**src/rtl/pc_seq_pkg.sv**
```systemverilog
// rtl/pc_seq_pkg.sv - shared types and constants for the fetch sequencer
//
// Purpose : FSM state encoding, PC increment and alignment constants, and a
//           misalignment helper used by pc_fetch_sequencer and program_counter_add.
// Ports   : none (package).

package pc_seq_pkg;

    typedef enum logic [2:0] {
        S_BOOT  = 3'd0,
        S_FETCH = 3'd1,
        S_WAIT  = 3'd2,
        S_HOLD  = 3'd3,
        S_DRAIN = 3'd4
    } state_t;

    // Byte distance between consecutive 32-bit instructions.
    localparam int unsigned PC_INCR = 4;

    // Low PC bits that must be zero for a word-aligned instruction address.
    localparam logic [1:0] PC_ALIGN_MASK = 2'b11;

    function automatic logic is_misaligned(input logic [1:0] addr_lsb);
        return |(addr_lsb & PC_ALIGN_MASK);
    endfunction

endpackage

```
**src/rtl/program_counter_add.sv**
```systemverilog
// rtl/program_counter_add.sv - PC + 4 incrementer, wraps modulo 2^DWIDTH
//
// Purpose : Produces the sequential successor of a PC. Used for both the
//           fetch-advance path and the Instr_PC_Off output.
// Ports   : pc_i       in  DWIDTH  current PC
//           pc_next_o  out DWIDTH  pc_i + 4 (carry out discarded)

module program_counter_add
    import pc_seq_pkg::*;
#(
    parameter int DWIDTH = 32
) (
    input  logic [DWIDTH-1:0] pc_i,
    output logic [DWIDTH-1:0] pc_next_o
);

    assign pc_next_o = pc_i + DWIDTH'(PC_INCR);

endmodule

```
**src/rtl/pc_fetch_sequencer.sv**
```systemverilog
// rtl/pc_fetch_sequencer.sv - architectural PC owner and instruction fetch sequencer
//
// Purpose : Issues one fetch request at a time to instruction memory, holds the
//           returned word for decode, advances PC+4 on acceptance, applies redirects
//           and discards responses that belong to a redirected-away fetch.
// Ports   : Clk_Core, Rst_Core_N         clock, async active-low reset
//           Stall                        blocks new fetch requests
//           Redirect_Valid/Target        1-cycle PC redirect
//           IMem_Req_Valid/Ready/Addr    fetch request handshake
//           IMem_Rsp_Valid/Data          fetch response
//           Instr_Valid/Ready/Data/PC    instruction handshake to decode
//           Instr_PC_Off                 Instr_PC + 4
//           Misalign_Fault               pulse one cycle after a misaligned redirect

module pc_fetch_sequencer
    import pc_seq_pkg::*;
#(
    parameter int                 DWIDTH       = 32,
    parameter logic [DWIDTH-1:0]  RESET_VECTOR = '0
) (
    input  logic              Clk_Core,
    input  logic              Rst_Core_N,
    input  logic              Stall,
    input  logic              Redirect_Valid,
    input  logic [DWIDTH-1:0] Redirect_Target,
    output logic              IMem_Req_Valid,
    input  logic              IMem_Req_Ready,
    output logic [DWIDTH-1:0] IMem_Req_Addr,
    input  logic              IMem_Rsp_Valid,
    input  logic [DWIDTH-1:0] IMem_Rsp_Data,
    output logic              Instr_Valid,
    input  logic              Instr_Ready,
    output logic [DWIDTH-1:0] Instr_Data,
    output logic [DWIDTH-1:0] Instr_PC,
    output logic [DWIDTH-1:0] Instr_PC_Off,
    output logic              Misalign_Fault
);

    localparam logic [DWIDTH-1:0] ALIGN_CLEAR = ~{{(DWIDTH-2){1'b0}}, PC_ALIGN_MASK};

    state_t            state_q, state_d;
    logic [DWIDTH-1:0] pc_q, pc_d;
    logic [DWIDTH-1:0] instr_data_q, instr_data_d;
    logic [DWIDTH-1:0] instr_pc_q, instr_pc_d;
    logic              fault_q, fault_d;

    logic [DWIDTH-1:0] pc_plus4;
    logic [DWIDTH-1:0] instr_pc_plus4;
    logic [DWIDTH-1:0] redirect_pc;
    logic              redirect_take;
    logic              req_valid;

    program_counter_add #(.DWIDTH(DWIDTH)) u_pc_advance (
        .pc_i      (pc_q),
        .pc_next_o (pc_plus4)
    );

    program_counter_add #(.DWIDTH(DWIDTH)) u_instr_pc_off (
        .pc_i      (instr_pc_q),
        .pc_next_o (instr_pc_plus4)
    );

    // A misaligned target is force-aligned; the fault is reported separately.
    assign redirect_pc   = Redirect_Target & ALIGN_CLEAR;
    // The boot cycle has no architectural PC in flight yet, so redirects wait.
    assign redirect_take = Redirect_Valid && (state_q != S_BOOT);
    assign req_valid     = (state_q == S_FETCH) && !Stall && !Redirect_Valid;

    always_comb begin
        state_d      = state_q;
        pc_d         = pc_q;
        instr_data_d = instr_data_q;
        instr_pc_d   = instr_pc_q;
        fault_d      = 1'b0;

        if (redirect_take) begin
            pc_d    = redirect_pc;
            fault_d = is_misaligned(Redirect_Target[1:0]);
        end

        case (state_q)
            S_BOOT: begin
                state_d = S_FETCH;
            end
            S_FETCH: begin
                if (req_valid && IMem_Req_Ready) begin
                    state_d = S_WAIT;
                end
            end
            S_WAIT: begin
                if (Redirect_Valid) begin
                    // Response in the same cycle is stale and dropped; otherwise it
                    // is still in flight and must be drained before refetching.
                    state_d = IMem_Rsp_Valid ? S_FETCH : S_DRAIN;
                end else if (IMem_Rsp_Valid) begin
                    instr_data_d = IMem_Rsp_Data;
                    instr_pc_d   = pc_q;
                    state_d      = S_HOLD;
                end
            end
            S_DRAIN: begin
                if (IMem_Rsp_Valid) begin
                    state_d = S_FETCH;
                end
            end
            S_HOLD: begin
                if (Redirect_Valid) begin
                    state_d = S_FETCH;
                end else if (Instr_Ready) begin
                    pc_d    = pc_plus4;
                    state_d = S_FETCH;
                end
            end
            default: begin
                state_d = S_BOOT;
            end
        endcase
    end

    always_ff @(posedge Clk_Core or negedge Rst_Core_N) begin
        if (!Rst_Core_N) begin
            state_q      <= S_BOOT;
            pc_q         <= RESET_VECTOR;
            instr_data_q <= '0;
            instr_pc_q   <= '0;
            fault_q      <= 1'b0;
        end else begin
            state_q      <= state_d;
            pc_q         <= pc_d;
            instr_data_q <= instr_data_d;
            instr_pc_q   <= instr_pc_d;
            fault_q      <= fault_d;
        end
    end

    assign IMem_Req_Valid = req_valid;
    assign IMem_Req_Addr  = pc_q;
    assign Instr_Valid    = (state_q == S_HOLD);
    assign Instr_Data     = instr_data_q;
    assign Instr_PC       = instr_pc_q;
    // Gated so the output reads 0 out of reset rather than RESET-time PC + 4.
    assign Instr_PC_Off   = (state_q == S_HOLD) ? instr_pc_plus4 : '0;
    assign Misalign_Fault = fault_q;

endmodule

```
**config.mk**
```make
export PLATFORM = sky130hd
export DESIGN_NAME = pc_fetch_sequencer
export DESIGN_NICKNAME = d
export VERILOG_FILES = /design/src/rtl/pc_seq_pkg.sv /design/src/rtl/program_counter_add.sv /design/src/rtl/pc_fetch_sequencer.sv
export SDC_FILE = /design/constraint.sdc
export NUM_CORES = 1
export LEC_CHECK = 0
export CORE_MARGIN = 8
export CORE_UTILIZATION = 40
export DETAILED_ROUTE_END_ITERATION = 12
export GPL_TIMING_DRIVEN = 0
export PLACE_DENSITY_LB_ADDON = 0.08
export SLEW_MARGIN = 15
export SYNTH_ARGS = -nofsm -noshare
export SYNTH_HDL_FRONTEND = slang
export SYNTH_SLANG_ARGS = --single-unit
export TNS_END_PERCENT = 100
```
**constraint.sdc**
```tcl
create_clock -name Clk_Core -period 5.34 [get_ports Clk_Core]
set_input_delay 1.335 -clock Clk_Core [delete_from_list [all_inputs] [get_ports Clk_Core]]
set_output_delay 1.335 -clock Clk_Core [all_outputs]
set_load 0.02 [all_outputs]
```
After elaboration in Yosys (flattened, before gate mapping)
Index checks and enable logic that the tools add are counted.

storage, ports and cells
  word-level logic and storage cells = 41
  register bits = 100
  input port bits = 71
  output and inout bits = 131

operators by class
  muxes and demuxes = 14
  reductions and logical operators = 11
  $add $sub $neg = 2
  equal/unequal tests = 8
  bitwise gates (word level) = 1

operators by type and width
  cell                                                 count
  2-to-1 mux 32 bit                                    5
  adder 32 x 3 -> 32 bit, second input constant        2
  2-to-1 mux 3 bit                                     7
  case mux 3 bit (5 select lines)                      1
  equality test 3 x 2 -> 1 bit, second input constant  2
  logical AND 1 bit                                    4
  AND reduction 4 bit                                  1
  equality test 3 x 1 -> 1 bit, second input constant  1
  equality test 3 bit, second input constant           1
  logical NOT 3 bit                                    1
  != test 3 x 2 -> 1 bit, second input constant        1
  != test 3 bit, second input constant                 1
  AND reduction 3 bit                                  1
  nonzero test 3 bit                                   1
  logical NOT 1 bit                                    2
  != test 2 x 1 -> 1 bit, second input constant        1
  != test 2 bit, second input constant                 1
  OR reduction 2 bit                                   1
  2-to-1 mux 1 bit                                     1
  inverter 1 bit                                       1

Longest topological paths before layout
  word-level depth = 6
  gate-level depth with buffers = 7
  gate-level depth less buffers = 6

Hierarchy
A second synthesis with hierarchy kept.

second synthesis, totals
  cells, all modules = 469
  area total of the unflattened synthesis = 5594.1 um^2

modules (own cells, without submodules)
  module               instances  area an instance (um^2)  cells an instance  seq. area each (um^2)
  pc_fetch_sequencer   1          4433.0                   303                2502.4
  program_counter_add  2          580.6                    83                 0.0

Worst setup path after synthesis
OpenSTA, ideal clock, no wires.

  path kind = reg-to-output
  start = reg instr_pc_q[12], in the netlist Instr_PC[12]
  end = out Instr_PC_Off[21]
  required time = 4.005 ns
  data arrival time = 1.988 ns
  buffers on the path = 0
  cell stages (with the launch flop) = 5
  setup slack = 2.017 ns
  cell sequence = dfrtp_1 -> nand4_1 -> or4_4 -> or3_1 -> a21oi_1

between the ends
  cells in the longest elaborated chain, start to end = 2

RTL lines
  item                      RTL line                   RTL
  start: declaration        pc_fetch_sequencer.sv:44   logic [DWIDTH-1:0] instr_pc_q, instr_pc_d;
  start signal: assignment  pc_fetch_sequencer.sv:131  instr_pc_q <= instr_pc_d;
  adder 32 x 3 -> 32 bit    program_counter_add.sv:17  assign pc_next_o = pc_i + DWIDTH'(PC_INCR);
  2-to-1 mux 32 bit         pc_fetch_sequencer.sv:142  assign Instr_PC_Off = (state_q == S_HOLD) ? instr_pc_plus4 : '0;
  end: declaration          pc_fetch_sequencer.sv:35   output logic [DWIDTH-1:0] Instr_PC_Off,

Every way passes these cells.

Worst setup path in the final report
  start = reg instr_pc_q[2], in the netlist Instr_PC[2]
  end = out Instr_PC_Off[26]

The elaborated chain is that of the path after synthesis.

==> qor.csv <==
metric,value,unit
worstSetupEndpointType,output pin,
htreeDepth,3,
yosys_warnings,0,
grt_max_degree,75,
p_per_area,491,mW/mm²
stdcell_area,0.00765,mm²
root_buffer,clkbuf_16,
setup-tns-final,0,ps
layout.nets,773,
syn-num-nets,560,
status,finished clean,
avgSynthCellArea,10.5,µm²
achievable-frequency,236,MHz
overflow,0,
cp_top_family,simple AND/OR/NAND/NOR gates,
synthAdderAreaFrac,0.489,%
postSynthCellCount,487,
worst_slack,1090,ps
max_slew.worst_pin.slew,713,ps
syn_area,0.00512,mm²
ys.flop_type,dfrtp_1,
area_growth,49.5,%
ir_drop,285,µV
grt_util_met3,5.46,%
clk_pin_slew_worst_paths,70,ps
diodes,0,
antenna_found_initial,0,
arrival,2910,ps
grt_pass1_vias,4729,
yosys.area_share.simple,20.7,%
dpl.hpwl,13000,µm
gr-max-usage-layer,met2,
synth-edff-count,0,
rsz0062_at_grt,false,
cts_setup_buffers,0,
yosysSeqAreaShare,48.9,%
period_needed,4250,ps
cp_max_fo,8,
final_cell_mix,"clkdlybuf4s50_1, dfrtp_1, nor2_1, mux2_2, nand2_1",
finalSetupViolCount,0,
p_leak,3.14,nW
start_util,40.7,%
final.period_utilization,79.5,%
async_flop_share,100,%
synth_top_area_cell,dfrtp_1,
cp-start-kind,flip-flop,
synthXorXnorAreaFrac,4.62,%
cpMaxStageDelayCell,clkdlybuf4s50_1,
slew_headroom,52.3,%
vias,4606,
hp-class,reg2reg,
dp_slack,1240,ps
place_area,0.00737,mm²
synth_cell_types,55,
synthMuxAreaShare,13.8,%
drtAntennaViolNets,0,
core,0.0126,mm²
drc,0,
routedWlPerCell,18.9,µm
drive_gt1_share,14.9,%
drt-pass1-iter-count,5,
skew,4.78,ps
cap_violations,0,
met1_usage,23.5,%
gp_congestion,0.784,
ctsLongestPathBuffers,2,
cp_slowest_stage_delay,610,ps
met2_usage,33.5,%
fp.dieW,129,µm
drt-initial-drc-count,266,
cts_tree,built,
synth_top_family_by_area,simple AND/OR/NAND/NOR gates,
worst-setup-path-type,reg2out,
hold_buffers,0,
finalHoldViolations,0,
crit_chain,ha_1 > nand2_1 > nor4_4 > nand4_1 > xor2_1 > nor2_1 > clkdlybuf4s50_1,
numCtsBuffers,9,
synth-compound-area-share,8.73,%
portBuffers,201,
synthTopCellsByArea,"dfrtp_1, mux2_2, nor2_1",
rows,41,
die_y,129,µm
yosys_register_bits,100,
routed_wl,16600,µm
grtUsageTotal,19.9,%
io-pin-count,202,
cts_resized,0,
vias_per_cell,5.26,
finalMaxSlewViolations,0,
worst_hold_slack,503,ps
post-route-util,60.9,%
layout_commonest_cell,clkdlybuf4s50_1,
cts.sinks,100,
grt_pass1_wl,25500,µm
clk-insertion-delay-late,350,ps
dieArea,0.0167,mm²
crit_required,4010,ps
path_buf_inv,1,
yosysTopAreaCellShare,48.9,%
==> area by class of cell <==
type	count	area [µm²]
Fill cell	1110	4920
Sequential cell	100	2500
Multi-Input combinational cell	355	2470
Timing Repair Buffer	202	2040
Clock buffer	11	253
Tap cell	172	215
Buffer	27	120
Clock inverter	4	25.0
Inverter	5	18.8
==> cell families after synthesis <==
logic type	Yosys count
AO/OA/AOI/OAI	65
flip-flops	100
AND/OR/NAND/NOR	198
buffers and inverters	32
adder cells (fa/ha/maj)	2
XOR/XNOR	27
multiplexers	63
==> worst reg2reg max path: cells and delay by family, from the launching register on <==
family | cells | cell delay (ps)
DFF | 1 | 360
AOI/OAI and AO/OA | 1 | 360
and+or+nand+nor | 3 | 780
buffers and inverters | 2 | 520
==> synthesized netlist by cell type, drive strengths merged (3+ instances only) <==
master,number
nor2,65
and4,6
a311oi,8
nand2,32
o22ai,3
nand3,19
inv,5
o211ai,3
nor4,8
clkbuf,13
a211oi,12
o21ai,14
and3,14
and2,8
nand4,19
xnor2,9
buf,14
xor2,18
nor3,13
a21oi,11
dfrtp,100
mux2,62
or3,4
==> flip-flops by register name, summed over array words and instances, names as in the netlist <==
signal	flops
IMem_Req_Addr	32
Instr_Data	32
Instr_PC	32
Misalign_Fault	1
state_q	3
==> stage by stage <==
| step | instances | total power, mW |
|---|---|---|
| 2_1_floorplan | 487 | 2.23 |
| 4_1_cts | 876 | 3.80 |
| 5_1_grt | 876 | 3.97 |
| 3_3_place_gp | 860 | 3.13 |
| 3_5_place_dp | 861 | 3.18 |
| 6_report | 876 | 3.76 |
==> routing by layer <==
layer  vias up  share of wire, %
met4         0               2.3
met5         -                 0
li1       2189                 -
met1      2223                40
met2       172                49
met3        22               8.2
==> power by group <==
part           leakage (nW)  internal [mW]  total, mW  switching (mW)
clock network         0.133          0.337      0.616           0.279
registers              1.27           1.05       1.41           0.355
logic                  1.74          0.866       1.74           0.870
==> final timing paths <==
path,start,to,slack [ps],depth (start not counted)
max in group asynchronous,Rst_Core_N,Instr_Data[12],3860,2
setup reg to reg,state_q[2],IMem_Req_Addr[7],3200,6
setup / recovery,Instr_PC[2],Instr_PC_Off[26],1090,7
min in group asynchronous,Rst_Core_N,Instr_Data[28],840,1
hold reg to reg,Instr_Data[12],Instr_Data[12],500,1
hold / removal,Instr_Data[12],Instr_Data[12],500,1
Power figures use the tool's default switching activity.
